===== src/rtl/bcd7_pkg.sv =====
// bcd7_pkg: shared 7-segment definitions for the BCD display blocks.
// Segment vectors are ordered [0:6] = a..g, active-high.
package bcd7_pkg;

    localparam int SEG_W = 7;

    typedef logic [0:SEG_W-1] seg_t;

    localparam seg_t SEG_0     = 7'b1111110;
    localparam seg_t SEG_1     = 7'b0110000;
    localparam seg_t SEG_2     = 7'b1101101;
    localparam seg_t SEG_3     = 7'b1111001;
    localparam seg_t SEG_4     = 7'b0110011;
    localparam seg_t SEG_5     = 7'b1011011;
    localparam seg_t SEG_6     = 7'b1011111;
    localparam seg_t SEG_7     = 7'b1110000;
    localparam seg_t SEG_8     = 7'b1111111;
    localparam seg_t SEG_9     = 7'b1111011;
    localparam seg_t SEG_BLANK = 7'b0000000;

endpackage


===== src/rtl/bcd_mux_display_if.sv =====
// bcd_mux_display_if: data-in / display-out bundle of the multiplexed
// BCD display driver. The master loads digits and watches the display;
// the slave is the driver itself.
interface bcd_mux_display_if
    import bcd7_pkg::*;
#(
    parameter int NDIG = 4
);

    logic              load;
    logic [4*NDIG-1:0] d;
    logic [NDIG-1:0]   dp;
    seg_t              seg;
    logic              dpo;
    logic [NDIG-1:0]   an;
    logic              frame;

    modport master (
        output load, d, dp,
        input  seg, dpo, an, frame
    );

    modport slave (
        input  load, d, dp,
        output seg, dpo, an, frame
    );

endinterface


===== src/rtl/bcd_seg7.sv =====
// bcd_seg7: combinational BCD digit to 7-segment pattern.
// Codes 10..15 are not decimal digits and are shown blank.
module bcd_seg7
    import bcd7_pkg::*;
(
    input  logic [3:0] bcd,
    output seg_t       seg
);

    // Plain lookup of the segment pattern for one digit
    always_comb begin
        seg = SEG_BLANK;
        case (bcd)
            4'd0:    seg = SEG_0;
            4'd1:    seg = SEG_1;
            4'd2:    seg = SEG_2;
            4'd3:    seg = SEG_3;
            4'd4:    seg = SEG_4;
            4'd5:    seg = SEG_5;
            4'd6:    seg = SEG_6;
            4'd7:    seg = SEG_7;
            4'd8:    seg = SEG_8;
            4'd9:    seg = SEG_9;
            default: seg = SEG_BLANK;
        endcase
    end

endmodule


===== src/rtl/bcd_mux_display.sv =====
// bcd_mux_display: time-multiplexed NDIG-digit BCD to 7-segment driver.
// Latches {d, dp} on load and scans one digit every DIV cycles onto a
// shared segment bus with a one-hot digit enable.
// Optional feature macro: BCD_MUX_LZB_EN enables leading-zero blanking.
module bcd_mux_display
    import bcd7_pkg::*;
#(
    parameter int NDIG = 4,
    parameter int DIV  = 1000
)(
    input logic               clk,
    input logic               reset,
    bcd_mux_display_if.slave  bus
);

    localparam int CW = (DIV  > 1) ? $clog2(DIV)  : 1;
    localparam int IW = (NDIG > 1) ? $clog2(NDIG) : 1;

    logic [CW-1:0]     cnt;
    logic [IW-1:0]     idx;
    logic [4*NDIG-1:0] shadow_d;
    logic [NDIG-1:0]   shadow_dp;
    logic [NDIG-1:0]   lz_mask;
    logic [3:0]        cur_digit;
    seg_t              dec_seg;
    logic              tick;
    logic              last_digit;

    assign tick       = (cnt == CW'(DIV - 1));
    assign last_digit = (idx == IW'(NDIG - 1));
    assign cur_digit  = shadow_d[4*idx +: 4];

    bcd_seg7 u_seg7 (
        .bcd (cur_digit),
        .seg (dec_seg)
    );

`ifdef BCD_MUX_LZB_EN
    // Walk from the top digit down; a digit above 0 is blanked while all digits from it upward are zero
    always_comb begin : lzb_scan
        logic upper_zero;
        upper_zero = 1'b1;
        lz_mask    = '0;
        for (int i = NDIG - 1; i >= 0; i--) begin
            upper_zero = upper_zero & (shadow_d[4*i +: 4] == 4'd0);
            if (i != 0) begin
                lz_mask[i] = upper_zero;
            end
        end
    end
`else
    assign lz_mask = '0;
`endif

    // Prescaler, digit index, shadow register and registered display outputs
    always_ff @(posedge clk) begin
        if (reset) begin
            cnt       <= '0;
            idx       <= '0;
            shadow_d  <= '0;
            shadow_dp <= '0;
            bus.seg   <= SEG_BLANK;
            bus.dpo   <= 1'b0;
            bus.an    <= '0;
            bus.frame <= 1'b0;
        end else begin
            cnt <= tick ? '0 : cnt + CW'(1);
            if (tick) begin
                idx <= last_digit ? '0 : idx + IW'(1);
            end
            if (bus.load) begin
                shadow_d  <= bus.d;
                shadow_dp <= bus.dp;
            end
            bus.seg   <= lz_mask[idx] ? SEG_BLANK : dec_seg;
            bus.dpo   <= shadow_dp[idx];
            bus.an    <= NDIG'(1) << idx;
            bus.frame <= tick && last_digit;
        end
    end

endmodule


===== src/flat_wrapper.sv =====
// flat-port wrapper written by rule: the top's interface ports become plain ports
module bcd_mux_display_flat import bcd7_pkg::*;
#(
    parameter int NDIG = 4,
    parameter int DIV  = 1000
)
  (clk, reset, bus_load, bus_d, bus_dp, bus_seg, bus_dpo, bus_an, bus_frame);
  bcd_mux_display_if #(.NDIG(NDIG)) bus_i ();
  input logic clk;
  input logic reset;
  input wire logic [$bits(bus_i.load)-1:0] bus_load;
  input wire logic [$bits(bus_i.d)-1:0] bus_d;
  input wire logic [$bits(bus_i.dp)-1:0] bus_dp;
  output wire logic [$bits(bus_i.seg)-1:0] bus_seg;
  output wire logic [$bits(bus_i.dpo)-1:0] bus_dpo;
  output wire logic [$bits(bus_i.an)-1:0] bus_an;
  output wire logic [$bits(bus_i.frame)-1:0] bus_frame;
  assign bus_i.load = bus_load;
  assign bus_i.d = bus_d;
  assign bus_i.dp = bus_dp;
  assign bus_seg = bus_i.seg;
  assign bus_dpo = bus_i.dpo;
  assign bus_an = bus_i.an;
  assign bus_frame = bus_i.frame;
  bcd_mux_display #(.NDIG(NDIG), .DIV(DIV)) u_core (.clk(clk), .reset(reset), .bus(bus_i));
endmodule

===== config.mk =====
export PLATFORM = sky130hd
export DESIGN_NAME = bcd_mux_display_flat
export DESIGN_NICKNAME = d
export VERILOG_FILES = /design/src/rtl/bcd7_pkg.sv /design/src/rtl/bcd_mux_display_if.sv /design/src/rtl/bcd_seg7.sv /design/src/rtl/bcd_mux_display.sv /design/src/flat_wrapper.sv
export SDC_FILE = /design/constraint.sdc
export NUM_CORES = 1
export LEC_CHECK = 0
export ABC_CLOCK_PERIOD_IN_PS = 2070
export CAP_MARGIN = 0
export CORE_UTILIZATION = 45
export CTS_BUF_LIST = sky130_fd_sc_hd__clkbuf_4 sky130_fd_sc_hd__clkbuf_8
export DETAILED_ROUTE_END_ITERATION = 10
export PLACE_DENSITY = 0.83
export SKIP_LAST_GASP = 1
export SLEW_MARGIN = 5
export SYNTH_ARGS = -nofsm -noshare
export SYNTH_HDL_FRONTEND = slang
export SYNTH_SLANG_ARGS = --single-unit

===== constraint.sdc =====
create_clock -name clk -period 2.07 [get_ports clk]
set_input_delay 0.207 -clock clk [delete_from_list [all_inputs] [get_ports clk]]
set_output_delay 0.207 -clock clk [all_outputs]
set_load 0.005 [all_outputs]

-- After elaboration in Yosys (flattened, before gate mapping)
Memory sizes are Yosys's and may differ from the RTL's. A register that Yosys moved wholly into a read port is not among the register bits.
Cells that the tools add are included.
- output and inout port bits: 13
- register bits after elaboration: 38
- word-level logic and storage cells: 23
- bits in read-only memories: 112
- memories kept: 1
- memory list (memory ; depth ; bits a word ; read ports ; clocked after memory_dff ; wr ports ; line ; RTL):
    (name not given) ; 16 ; 7 ; 1 ; 1 ; 0 ; bcd_seg7.sv:13 ; case (bcd)
- eq/ne operators: 2
- reductions and logical operators: 3
- mux-type cells: 5
- shifts and indexed selects: 2
- add/sub/neg operators: 2
- $lt $le $gt $ge: 1
- operator list (operator ; count):
    $shiftx A16 B5 Y4 ; 1
    $add A10 B1 Y10 const B ; 1
    $eq A10 B10 Y1 const B ; 1
    $bmux W1 S2 ; 2
    $reduce_or A2 Y1 ; 2
    $shl A1 B2 Y4 const A ; 1
    $lt A2 B3 Y1 const B ; 1
    $add A2 B1 Y2 const B ; 1
    $eq A2 B2 Y1 const B ; 1
    $mux W1 ; 2
    $mux W2 ; 1
    $logic_and A1 B1 Y1 ; 1

-- Logic depth before layout (Yosys ltp)
- depth in word-level cells: 3
- gate-level depth with buffers: 8
- gate-level depth less buffers: 7

-- By module
A second synthesis with hierarchy kept.
- cells, all modules: 192
- area, all modules: 1943.1 um2
- modules (own cells, without submodules) (module ; times used ; cells an instance ; area an instance (um2)):
    bcd_mux_display ; 1 ; 162 ; 1725.4
    bcd_seg7 ; 1 ; 30 ; 217.7

-- Worst setup path before layout
Ideal clock, no wire load.
- path kind: register to register
- from: reg u_core.idx[0]
- to: reg u_core.bus.seg[5]
- period minus slack after synthesis: 1956 ps
- arrival time: 1891 ps
- path slack: 114 ps
- stages on the path, launching flop included: 8
- required time: 2005 ps
- cell sequence: dfxtp_1 -> buf_6 -> mux4_1 -> inv_1 -> ha_1 -> and2_2 -> o22a_2 -> nor2_1
- word-level cells in the longest chain between the ends: 3
- elaborated cells on any way between the ends: 4
- RTL lines (element ; line ; RTL):
    start, declared ; bcd_mux_display.sv:20 ; logic [IW-1:0] idx;
    start signal, assigned ; bcd_mux_display.sv:69 ; idx <= last_digit ? '0 : idx + IW'(1);
    parallel branches: the longest is 3 deep, another holds $shiftx A16 B5 Y4 ; -- ;
    end, declared ; bcd_mux_display_if.sv:25 ; output seg, dpo, an, frame
Parallel ways; which one is timed is not known. The select of a mux whose other input is x is not followed.
A chain may end at the register's enable or synchronous reset.

-- Worst setup path in the final report
Same ends and word-level chain as after synthesis.

==> out/summary.txt <==
Setup violators final = 0
Synth Net Count = 216
Internal power = 1.31 mW
CP max stage cell = mux4_1
CTS clk-pin slew, worst paths = 0.08 ns
Period utilization = 0.912
Drt pass-1 iters = 4
Share of total power in the clock network = 0.324
Die Area = 4540 µm²
Max Clock Skew = 0.00869 ns
Fill cells = 352
Tmin final = 1.89 ns
Cells after Synth = 185
First-pass GRT wire length = 5620 µm
Setup Buffers After CTS = 0
# rows = 23
Min-delay worst type = flip-flop to flip-flop
Max-slew headroom = 0.718
Crit-path cells = mux4_1, inv_1, ha_1, and2_2, o22a_2, nor2_1
Nets@finish = 258
Post_cts resized = 0
Post-synth EDFFs = 0
Clock Latency Late Sink = 0.30 ns
Grt total ovfl = 0
CTS Buf Count = 5
Share of layout cells above drive strength 1 = 0.123
DRC Markers = 0
Register share of total power = 0.553
Post-synth ARST share = 0
RSZ-0062 raised after global routing = no
Average wire per standard cell = 12.6 µm
Placed instance area = 2340 µm²
Gate power share = 0.123
Die Ht = 67.4 µm
DPL Wire Length = 2590 µm
Setup crit end kind = flip-flop
Final hold viol count = 0
Maximum fanout along the worst path = 5
Setup TNS = 0 ns
Syn. warnings = 0
Core footprint = 4060 µm²
Crit path buffers/inverters = 1
Placer Congestion = 0.820
Crit-path leading delay family = multiplexers
Final Max Tran Viols = 0
Post-synth cell types = 34
Number of diodes = 0
Clk root buf = clkbuf_8
Critical path arrival = 2.12 ns
Slew @ Worst Pin = 0.422 ns
CP max stage delay = 0.60 ns
Commonest non-fill, non-tap cell in the layout = dfxtp_1
Yosys reg bits = 45
P_sw = 0.371 mW
Sw frac = 0.220
Post-Syn Area per Cell = 10.4 µm²
CP Launch Type = flip-flop
Longest Clk Path Bufs = 2
Port bufs = 35
TritonCTS clock tree = yes
CTS Hold Bufs = 0
Vias in the first global route = 1300
Largest net degree at the start of global routing = 21
Initial Util = 0.474
Vias per cell = 5.08
GRT Total Usage = 0.174
Syn Std Cell Area = 1920 µm²
Setup CP Type = flip-flop to flip-flop
Max Cap Viol = 0
Most frequent cells in the layout = dfxtp_1 (44), nor2_1 (37), clkdlybuf4s50_1 (35)
Leakage = 1.02 nW
Sink Count = 45
Final WS setup = 0.182 ns
Fmax = 530 MHz
PwrDens = 691 nW/µm²
H-tree depth = 2
Peak VDD IR = 0.000430 V
Die X = 67.4 µm
Synth-to-layout area growth = 26.6%
Total wire length = 3500 µm
Seq/Total Area, Yosys = 0.468
Design area = 2430 µm²
Number of antenna violations at the first check in global routing = 0
Setup WS pre-CTS = 0.102 ns
Top FF cell, synth = dfxtp_1
Antenna-violating nets left = 0
Io pins = 36
DRT iter0 DRCs = 67
Status = complete, no violations
Crit path required time = 2.31 ns
Total number of vias = 1407
[per-stage QoR]
| step | hold slack (ns) | std cells | total power, mW | utilization |
|---|---|---|---|---|
| floorplan | 0.354 | 185 | 1.05 | - |
| global placement | 0.438 | 270 | 1.15 | 0.578 |
| detailed placement | 0.457 | 270 | 1.16 | 0.578 |
| CTS | 0.472 | 277 | 1.71 | 0.600 |
| global route | 0.517 | 277 | 1.76 | 0.600 |
| finish | 0.466 | 277 | 1.68 | 0.600 |
[worst reg2reg max path: stages, from the launching register on]
cell and delay (ns):
dfxtp_2 0.41, mux4_1 0.60, inv_1 0.14, ha_1 0.24, and2_2 0.17, o22a_2 0.19, nor2_1 0.08
[sequential cells by signal (all words and copies together) (netlist names)]
| register | flops |
|---|---|
| u_core.bus.an | 4 |
| u_core.cnt | 10 |
| u_core.bus.frame | 1 |
| u_core.bus.seg | 7 |
| u_core.idx | 2 |
| u_core.bus.dpo | 1 |
| u_core.shadow_d | 16 |
| u_core.shadow_dp | 4 |
[per-layer routing]
metal | vias to the layer above | wire length (µm) | track usage
met1 | 656 | 1550 | 0.200
li1 | 715 | - | -
met3 | 7 | 113 | 0.0405
met2 | 29 | 1740 | 0.293
met5 | - | 0 | 0
met4 | 0 | 92 | 0.104
[logic make-up (layout without fill, tap and decap cells)]
group,count (synthesis),count (layout),synth area share
and+or+nand+nor,65,65,0.171
DFF,45,45,0.468
muxes,29,29,0.189
buffers and inverters,17,59,0.0468
AOI/OAI and AO/OA,15,15,0.0449
adders and majority gates,8,8,0.0521
xor gates and xnor gates,6,6,0.0273
[final cells by class]
cell class                 count  area (µm²)  area share
tap                           50        62.6      0.0257
clock buffer                   7        90.1      0.0370
inverter                       8        30.0      0.0123
timing repair buffer          44         418       0.172
multi-input combinational    123         932       0.383
sequential                    45         902       0.371
[power groups by stage]
stage               sequential (mW)  clock, mW  combinational [mW]
finish                        0.929      0.545               0.207
floorplan                     0.946          0               0.109
global route                  0.934      0.597               0.232
CTS                           0.929      0.568               0.209
global placement              0.947          0               0.202
detailed placement            0.949          0               0.209
[cell usage after synthesis (2+ instances only)]
cell,n,area share
nor3b_1,3,0.012
xnor2_1,4,0.018
o21ai_0,6,0.016
nand3_1,3,0.0078
nand2_1,5,0.0098
mux4_2,2,0.023
and3_1,2,0.0065
xor2_1,2,0.0091
clkbuf_1,5,0.0098
buf_6,3,0.018
inv_1,8,0.016
ha_1,8,0.052
a21oi_1,6,0.016
mux2i_1,24,0.12
o22a_2,2,0.010
nor3_1,2,0.0052
nor2_1,37,0.072
mux4_1,3,0.041
dfxtp_1,45,0.47
[worst paths after layout]
check / start / endpoint / slack (ns) / cells past startpoint
min: u_core.cnt[0] / u_core.cnt[0] / 0.47 / 1
min reg2reg: u_core.cnt[0] / u_core.cnt[0] / 0.47 / 1
max reg2reg: u_core.idx[0] / u_core.bus.seg[5] / 0.18 / 6
max: u_core.idx[0] / u_core.bus.seg[5] / 0.18 / 6
Power figures use the tool's default switching activity.
